<file path="config.mk">
export PLATFORM = sky130hd
export DESIGN_NAME = ifetch_unit
export DESIGN_NICKNAME = d
export VERILOG_FILES = /design/src/rtl/ifetch_unit_pkg.sv /design/src/rtl/ifetch_unit_pc_next.sv /design/src/rtl/ifetch_unit.sv
export SDC_FILE = /design/constraint.sdc
export NUM_CORES = 1
export LEC_CHECK = 0
export ABC_AREA = 1
export BUFFER_PORTS_ARGS = -buffer_cell sky130_fd_sc_hd__buf_2
export CAP_MARGIN = 20
export CELL_PAD_IN_SITES_DETAIL_PLACEMENT = 0
export CELL_PAD_IN_SITES_GLOBAL_PLACEMENT = 2
export CORE_MARGIN = 4
export CORE_UTILIZATION = 27
export DETAILED_ROUTE_END_ITERATION = 10
export GPL_TIMING_DRIVEN = 1
export PLACE_DENSITY = 0.78
export SLEW_MARGIN = 20
export SYNTH_ARGS = -nofsm -noshare
export SYNTH_HDL_FRONTEND = slang
export SYNTH_HIERARCHICAL = 1
export SYNTH_SLANG_ARGS = --single-unit
</file>
<file path="constraint.sdc">
create_clock -name clk -period 3.29 [get_ports clk]
set_input_delay 0.329 -clock clk [delete_from_list [all_inputs] [get_ports clk]]
set_output_delay 0.329 -clock clk [all_outputs]
set_load 0.02 [all_outputs]
</file>
<file path="src/rtl/ifetch_unit_pkg.sv">
// Shared MIPS fetch definitions: reset defaults, fetch state encoding and
// instruction field positions.
package mips_defs;

  localparam logic [31:0] RESET_PC_DEF = 32'h0000_0000;
  localparam logic [31:0] NOP_WORD_DEF = 32'h0000_0000;

  typedef enum logic {
    FETCH = 1'b0,
    ISSUE = 1'b1
  } fetch_state_t;

  localparam int OP_HI    = 31;
  localparam int OP_LO    = 26;
  localparam int FUNCT_HI = 5;
  localparam int FUNCT_LO = 0;
  localparam int JIDX_HI  = 25;
  localparam int JIDX_LO  = 0;

endpackage

</file>
<file path="src/rtl/ifetch_unit_pc_next.sv">
// Next-PC selection: sequential, PC-relative branch or pseudo-direct jump.
module pc_next
  import mips_defs::*;
(
  input  logic [31:0] pc,
  input  logic [31:0] instr,
  input  logic [31:0] signimm,
  input  logic        pcsrc,
  input  logic        jump,
  output logic [31:0] pcplus4,
  output logic [31:0] next_pc
);

  logic [31:0] pcbranch;
  logic [31:0] pcjump;
  logic        unused_bits;

  assign pcplus4  = pc + 32'd4;
  // Word offset: the top two immediate bits fall off the shift.
  assign pcbranch = pcplus4 + {signimm[29:0], 2'b00};
  assign pcjump   = {pcplus4[31:28], instr[JIDX_HI:JIDX_LO], 2'b00};

  assign unused_bits = ^{instr[31:26], signimm[31:30]};

  always_comb begin
    next_pc = pcplus4;
    if (jump)       next_pc = pcjump;
    else if (pcsrc) next_pc = pcbranch;
  end

endmodule

</file>
<file path="src/rtl/ifetch_unit.sv">
// Instruction fetch stage: owns the PC, requests words from imem and holds the
// fetched word in the instruction register until the controller releases it.
module ifetch_unit
  import mips_defs::*;
#(
  parameter logic [31:0] RESET_PC = RESET_PC_DEF,
  parameter logic [31:0] NOP_WORD = NOP_WORD_DEF
) (
  input  logic        clk,
  input  logic        rst,
  input  logic        pcsrc,
  input  logic        jump,
  input  logic [31:0] signimm,
  input  logic        stall,
  output logic        imem_req,
  output logic [31:0] imem_addr,
  input  logic        imem_rvalid,
  input  logic [31:0] imem_rdata,
  output logic [31:0] instr,
  output logic        instr_valid,
  output logic [5:0]  op,
  output logic [5:0]  funct,
  output logic [31:0] pc,
  output logic [31:0] pcplus4
);

  fetch_state_t state;
  logic [31:0]  next_pc;

  pc_next u_pc_next (
    .pc      (pc),
    .instr   (instr),
    .signimm (signimm),
    .pcsrc   (pcsrc),
    .jump    (jump),
    .pcplus4 (pcplus4),
    .next_pc (next_pc)
  );

  always_ff @(posedge clk or posedge rst) begin
    if (rst) begin
      state       <= FETCH;
      pc          <= RESET_PC;
      instr       <= NOP_WORD;
      instr_valid <= 1'b0;
    end else begin
      case (state)
        FETCH: if (imem_rvalid) begin
          instr       <= imem_rdata;
          instr_valid <= 1'b1;
          state       <= ISSUE;
        end
        ISSUE: if (!stall) begin
          pc          <= next_pc;
          instr       <= NOP_WORD;
          instr_valid <= 1'b0;
          state       <= FETCH;
        end
        default: state <= FETCH;
      endcase
    end
  end

  // Request is a level on state so a zero-wait response lands in the same cycle.
  assign imem_req  = (state == FETCH) && !rst;
  assign imem_addr = pc;
  assign op        = instr[OP_HI:OP_LO];
  assign funct     = instr[FUNCT_HI:FUNCT_LO];

endmodule

</file>
# After elaboration in Yosys (flattened, before gate mapping)
# Index checks and enable logic that the tools add are counted.
# W data, S select, Z words.
[op_classes]
add_sub_neg = 2
eq_ne = 2
mux = 11
bitwise = 2
n_reduce_logical = 4
[ops]
columns = ["op", "n"]
rows = [
  ["$mux W32", 4],
  ["$pmux W32 S2", 1],
  ["$add A32 B3 Y32 const B", 1],
  ["$add A32 B32 Y32", 1],
  ["$mux W1", 4],
  ["$ne A2 B2 Y1 const B", 2],
  ["$pmux W1 S2", 2],
  ["$reduce_and A2 Y1", 2],
  ["$not A1 Y1", 2],
  ["$logic_and A1 B1 Y1", 1],
  ["$logic_not A1 Y1", 1],
]
[totals]
reg_bits = 66
elab_cells = 25

# Logic depth before layout (Yosys ltp)
[depth]
ltp_word = 4
mapped_depth = 24
ltp_nobuf = 24

# Hierarchy
# Netlist, hierarchy kept.
[modules_own_cells]
columns = ["module", "n_inst", "cells_per_inst", "area_each_um2", "seq_area_each_um2"]
rows = [
  ["pc_next", 1, 726, 3712.3, 0.0],
  ["ifetch_unit", 1, 330, 2919.0, 1651.6],
]

# Worst setup path after synthesis
# No wires, ideal clock.
[synth_path]
path_type = "register -> register"
startpoint = "register pc[2] (netlist: imem_addr[2])"
endpoint = "register pc[28] (netlist: imem_addr[28])"
arrival_ns = 3.073
required_ns = 3.173
slack_ns = 0.100
stages_incl_launch_ff = 21
n_path_buf = 0
synth_period_minus_slack_ns = 3.190
cell_sequence = "dfrtp_1 > ha_1 > nand2_1 > nor2_2 > nand2_1 > inv_2 > nand2_1 > xnor2_1 > ha_1 > nand2_1 > inv_1 > a21oi_1 > nor2_1 > nor2_1 > nor2_1 > nor2_1 > nand3_1 > nand3_1 > nand2_1 > nand2_1 > nand2_1"
[synth_via]
elab_chain_len = 4
[synth_rtl]
columns = ["element", "line_no", "rtl"]
rows = [
  ["start, declared", "ifetch_unit.sv:23", "output logic [31:0] pc,"],
  ["start signal, assigned", "ifetch_unit.sv:54", "pc <= next_pc;"],
  ["$add A32 B3 Y32", "ifetch_unit_pc_next.sv:18", "assign pcplus4 = pc + 32'd4;"],
  ["named net pcplus4[14]", "ifetch_unit.sv:24", "output logic [31:0] pcplus4"],
  ["$add A32 B32 Y32", "ifetch_unit_pc_next.sv:20", "assign pcbranch = pcplus4 + {signimm[29:0], 2'b00};"],
  ["$mux W32", "ifetch_unit_pc_next.sv:28", "else if (pcsrc) next_pc = pcbranch;"],
  ["$mux W32", "ifetch_unit_pc_next.sv:27", "if (jump) next_pc = pcjump;"],
  ["named net next_pc[28]", "ifetch_unit.sv:28", "logic [31:0] next_pc;"],
]
# The timed path passes the listed nets, and every way through them passes these cells.
# A chain may end at the register's enable or synchronous reset.

# Worst setup path after layout
[layout_path]
startpoint = "register pc[2] (netlist: imem_addr[2])"
endpoint = "register pc[21] (netlist: imem_addr[21])"
[layout_via]
elab_chain_len = 4
[layout_rtl]
columns = ["element", "line_no"]
rows = [
  ["$add A32 B3 Y32 (*)", "ifetch_unit_pc_next.sv:18"],
  ["$add A32 B32 Y32", "ifetch_unit_pc_next.sv:20"],
  ["$mux W32 (*)", "ifetch_unit_pc_next.sv:28"],
  ["$mux W32 (*)", "ifetch_unit_pc_next.sv:27"],
  ["named net next_pc[21]", "ifetch_unit.sv:28"],
]
# The timed path passes the listed nets; every way through them passes the cells marked *.

==> run summary <==
For this run, the register share of the synthesized area comes to 0.249. The horizontal die dimension is 165 µm. The share of synthesized area in the top cell type comes to 0.249. The count of flip-flops with a built-in enable after synthesis is 0. The post-route clock period utilization came out at 0.946.

The clock tree from TritonCTS is yes. The number of iterations in the first detailed-routing pass came out at 5. 0 antenna diodes ended up in the layout. The count of max-cap constraint violations came out at 0. Setup repair after global routing could not meet its margin everywhere. Counting flops and latches in the post-synthesis netlist gives 66. The H-tree level count came out at 3. The worst hold path belongs to the class input pin to asynchronous set/reset pin. Timing would allow up to 321 MHz. When the netlist entered floorplanning its net count stood at 1163. Clock-pin slew was measured on the worst setup and hold paths at 0.06 ns.

The worst setup path is launched from a register. Clock tree synthesis selected as its root buffer the cell clkbuf_16. The worst setup path is captured at a register. The placement row count is 57.

In this run the cell area of the synthesized design comes to 6630 µm². The number of top-level pins came out at 212. The standard cell core area came out at 24200 µm².

The transition time of the tightest slew-check pin came out at 0.816 ns. The filler cells instantiated in the layout total 2742. The average wire per standard cell came out at 15.6 µm. The static leakage is 5.06 nW.

At the end of the flow, the number of nets in the layout was 1382. After global routing, the most crowded layer is met2. The number of hold buffers added after cts came out at 0. The worst setup path is of the register to register kind. The global route total overflow is 0. The via density per instance came out at 4.41. Across every metal layer, demand over resource in global routing totals 0.180. The full die area is 27100 µm².

The final weighted congestion in routability-driven placement came out at 0.853. The initial standard-cell utilization of the core is 0.273. The via count of the first global-routing pass is 6898. The detailed-route wire length is 25100 µm. The met3 track utilization from global routing is 0.0250. In the post-synthesis netlist, the biggest area contributors are dfrtp_1 25%, nand2_1 25%, ha_1 6.8%, nand3_1 6.6%, inv_1 6.3%.

The power per cell area came out at 756 nW/µm². The number of hold violations in the final report is 0. The post-DP HPWL is 20700 µm.

The number of max-slew violations in the final report is 0. For this run, global-route usage on met2 was measured as 0.293. Along the worst path, the maximum fanout reaches 5. The number of DRC violations after detailed-routing iteration 0 came out at 309. The worst setup path startpoint is imem_addr[2]$_DFFE_PP0P_. The final critical delay including setup and external delays is 3.11 ns. The count of vias placed by the detailed router came out at 7076. Among all cell types in the netlist, the one instantiated most often is nand2_1.

The post-synthesis average cell area came out at 6.28 µm². The dominant cell type by area after synthesis is dfrtp_1. The final worst-path setup slack is 0.176 ns. The headroom to the max-slew limit is 0.455. The area added between synthesis and finish came out at 31.6%.

Setup violations remaining at the end of the flow were counted as 0. The remaining antenna violation count came out at 0. The initial antenna violation count is 0. The clock drives 66 sinks.

The count of cell types in the netlist came out at 45. The share of flip-flops with an asynchronous set or reset after synthesis came out at 1.00. The die is 165 µm tall.

The count of port buffers added during placement came out at 209. The flow ran to the end, and the final reports show no timing, DRC or antenna violations. The startpoint identified for the worst register-to-register timing path is imem_addr[2]$_DFFE_PP0P_.

The most used flip-flop cell after synthesis is dfrtp_1. The routing usage on met1 is 0.259. The synthesized instance count came out at 1056. The critical path arrival came out at 3.33 ns. Prior to clock tree synthesis, the placed netlist has a worst setup slack of 0.0308 ns. The largest net degree at the start of global routing came out at 65. Once placement finished, the instance area stood at 8090 µm².

The number of buffers on the longest clock path is 2. The count of yosys warnings during synthesis came out at 6. At the later pin of the worst-skew pair, clock insertion delay measures 0.33 ns.

The first-pass GRT wire length is 38100 µm. The count of unresolved DRC violations after routing came out at 0. The worst clock skew is 0.0103 ns. The number of buffers created by CTS came out at 9.

After synthesis, the most frequently instantiated cells are 434 x nand2_1, 112 x inv_1, 88 x nand3_1, 66 x dfrtp_1, 64 x nor2_1. The critical path required time came out at 3.51 ns. The post-layout instance area came out at 8720 µm². The maximum ir drop on the vdd rail is 292 µV. The share of cells above drive strength 1 came out at 0.326.
==> power by group <==
| part | leakage, nW | switching (mW) | total [mW] | internal (mW) |
|---|---|---|---|---|
| Clock | 0.137 | 0.392 | 0.913 | 0.521 |
| Sequential | 0.839 | 0.253 | 1.28 | 1.02 |
| Combinational | 4.09 | 2.83 | 4.40 | 1.58 |
| Total | 5.06 | 3.47 | 6.60 | 3.12 |
==> worst paths after layout <==
kind                            cells after the start  slack, ns                        end
worst min-delay path                                2       0.05      instr[11]$_DFFE_PP0P_
min in group clk                                    3       0.19      instr[28]$_DFFE_PP0P_
worst max-delay path                               21       0.18  imem_addr[21]$_DFFE_PP0P_
worst max register to register                     21       0.18  imem_addr[21]$_DFFE_PP0P_
worst min register to register                      2       0.51    instr_valid$_DFFE_PP0P_
max in group asynchronous                           3       2.46  imem_addr[19]$_DFFE_PP0P_
==> cell families (layout without fill, tap and decap cells) <==
kind of cell | count (synthesis) | after routing | synth area share
xor+xnor | 28 | 28 | 0.0370
simple gates | 653 | 653 | 0.431
flops | 66 | 66 | 0.249
compound gates | 77 | 77 | 0.0647
fa+ha+maj | 37 | 37 | 0.0709
buf+inv | 195 | 419 | 0.147
==> sequential cells by signal (all words and copies together) (netlist names) <==
signal	cells
imem_addr	32
instr	32
instr_valid	1
state	1
==> through the flow <==
step / hold WS, ns / setup TNS [ns] / cells / util / power (mW)
after detailed placement: 0.433 / 0 / 1586 / 0.334 / 5.47
after floorplan: 0.446 / 0 / 1056 / - / 4.05
after CTS: 0.0715 / 0 / 1602 / 0.346 / 6.43
final: 0.0517 / 0 / 1604 / 0.360 / 6.60
after global routing: 0.111 / -0.101 / 1604 / 0.360 / 7.17
after global placement: 0.430 / 0 / 1586 / 0.334 / 5.48
==> layout make-up <==
class                   count  area [µm²]  area share
multi-input cells         795        4340       0.497
repair buffers            280        1580       0.181
clock inverters             7        60.1     0.00688
well taps                 324         405      0.0465
flip-flops and latches     66        1660       0.190
clock buffers               9         225      0.0258
inverters                 123         462      0.0529
==> critical path: stages (launching register included) <==
cell and delay [ns]:
dfrtp_1 0.35, buf_4 0.14, inv_2 0.07, nor2_8 0.17
nand2_8 0.11, nor2_8 0.12, nand2_4 0.09, xor2_2 0.20
inv_1 0.16, ha_4 0.31, nand2_1 0.10, buf_4 0.15
nor2_2 0.09, inv_1 0.07, nor2_2 0.13, nand4_1 0.19
nand4_1 0.14, nand3_1 0.08, nand2_1 0.14, nand2_1 0.07
nand2_1 0.06, nand2_1 0.05
==> what timing repair did <==
| item | CTS | global route |
|---|---|---|
| gates resized for setup | 1 | 78 |
| setup endpoints to repair | 1 | 21 |
| pin swaps | 0 | 8 |
| gates cloned | 0 | 0 |
| setup buffers | 0 | 2 |
==> routing by layer <==
metal  part of all wire  up-vias
met2               0.45      183
met4             0.0071        0
met5                  0        -
li1                   -     3685
met1               0.49     3196
met3              0.053       12
==> placed cells by master, fill, tap and decap left out, types with 12 or more instances in the layout <==
cell type / count
a21oi_1: 23
buf_2: 209
buf_4: 71
dfrtp_1: 61
ha_1: 26
inv_1: 108
inv_2: 13
nand2_1: 422
nand2_2: 22
nand3_1: 88
nor2_1: 48
nor2_2: 20
o21ai_0: 12
o21ai_1: 14
xor2_1: 14
(Power assumes the default switching activity.)
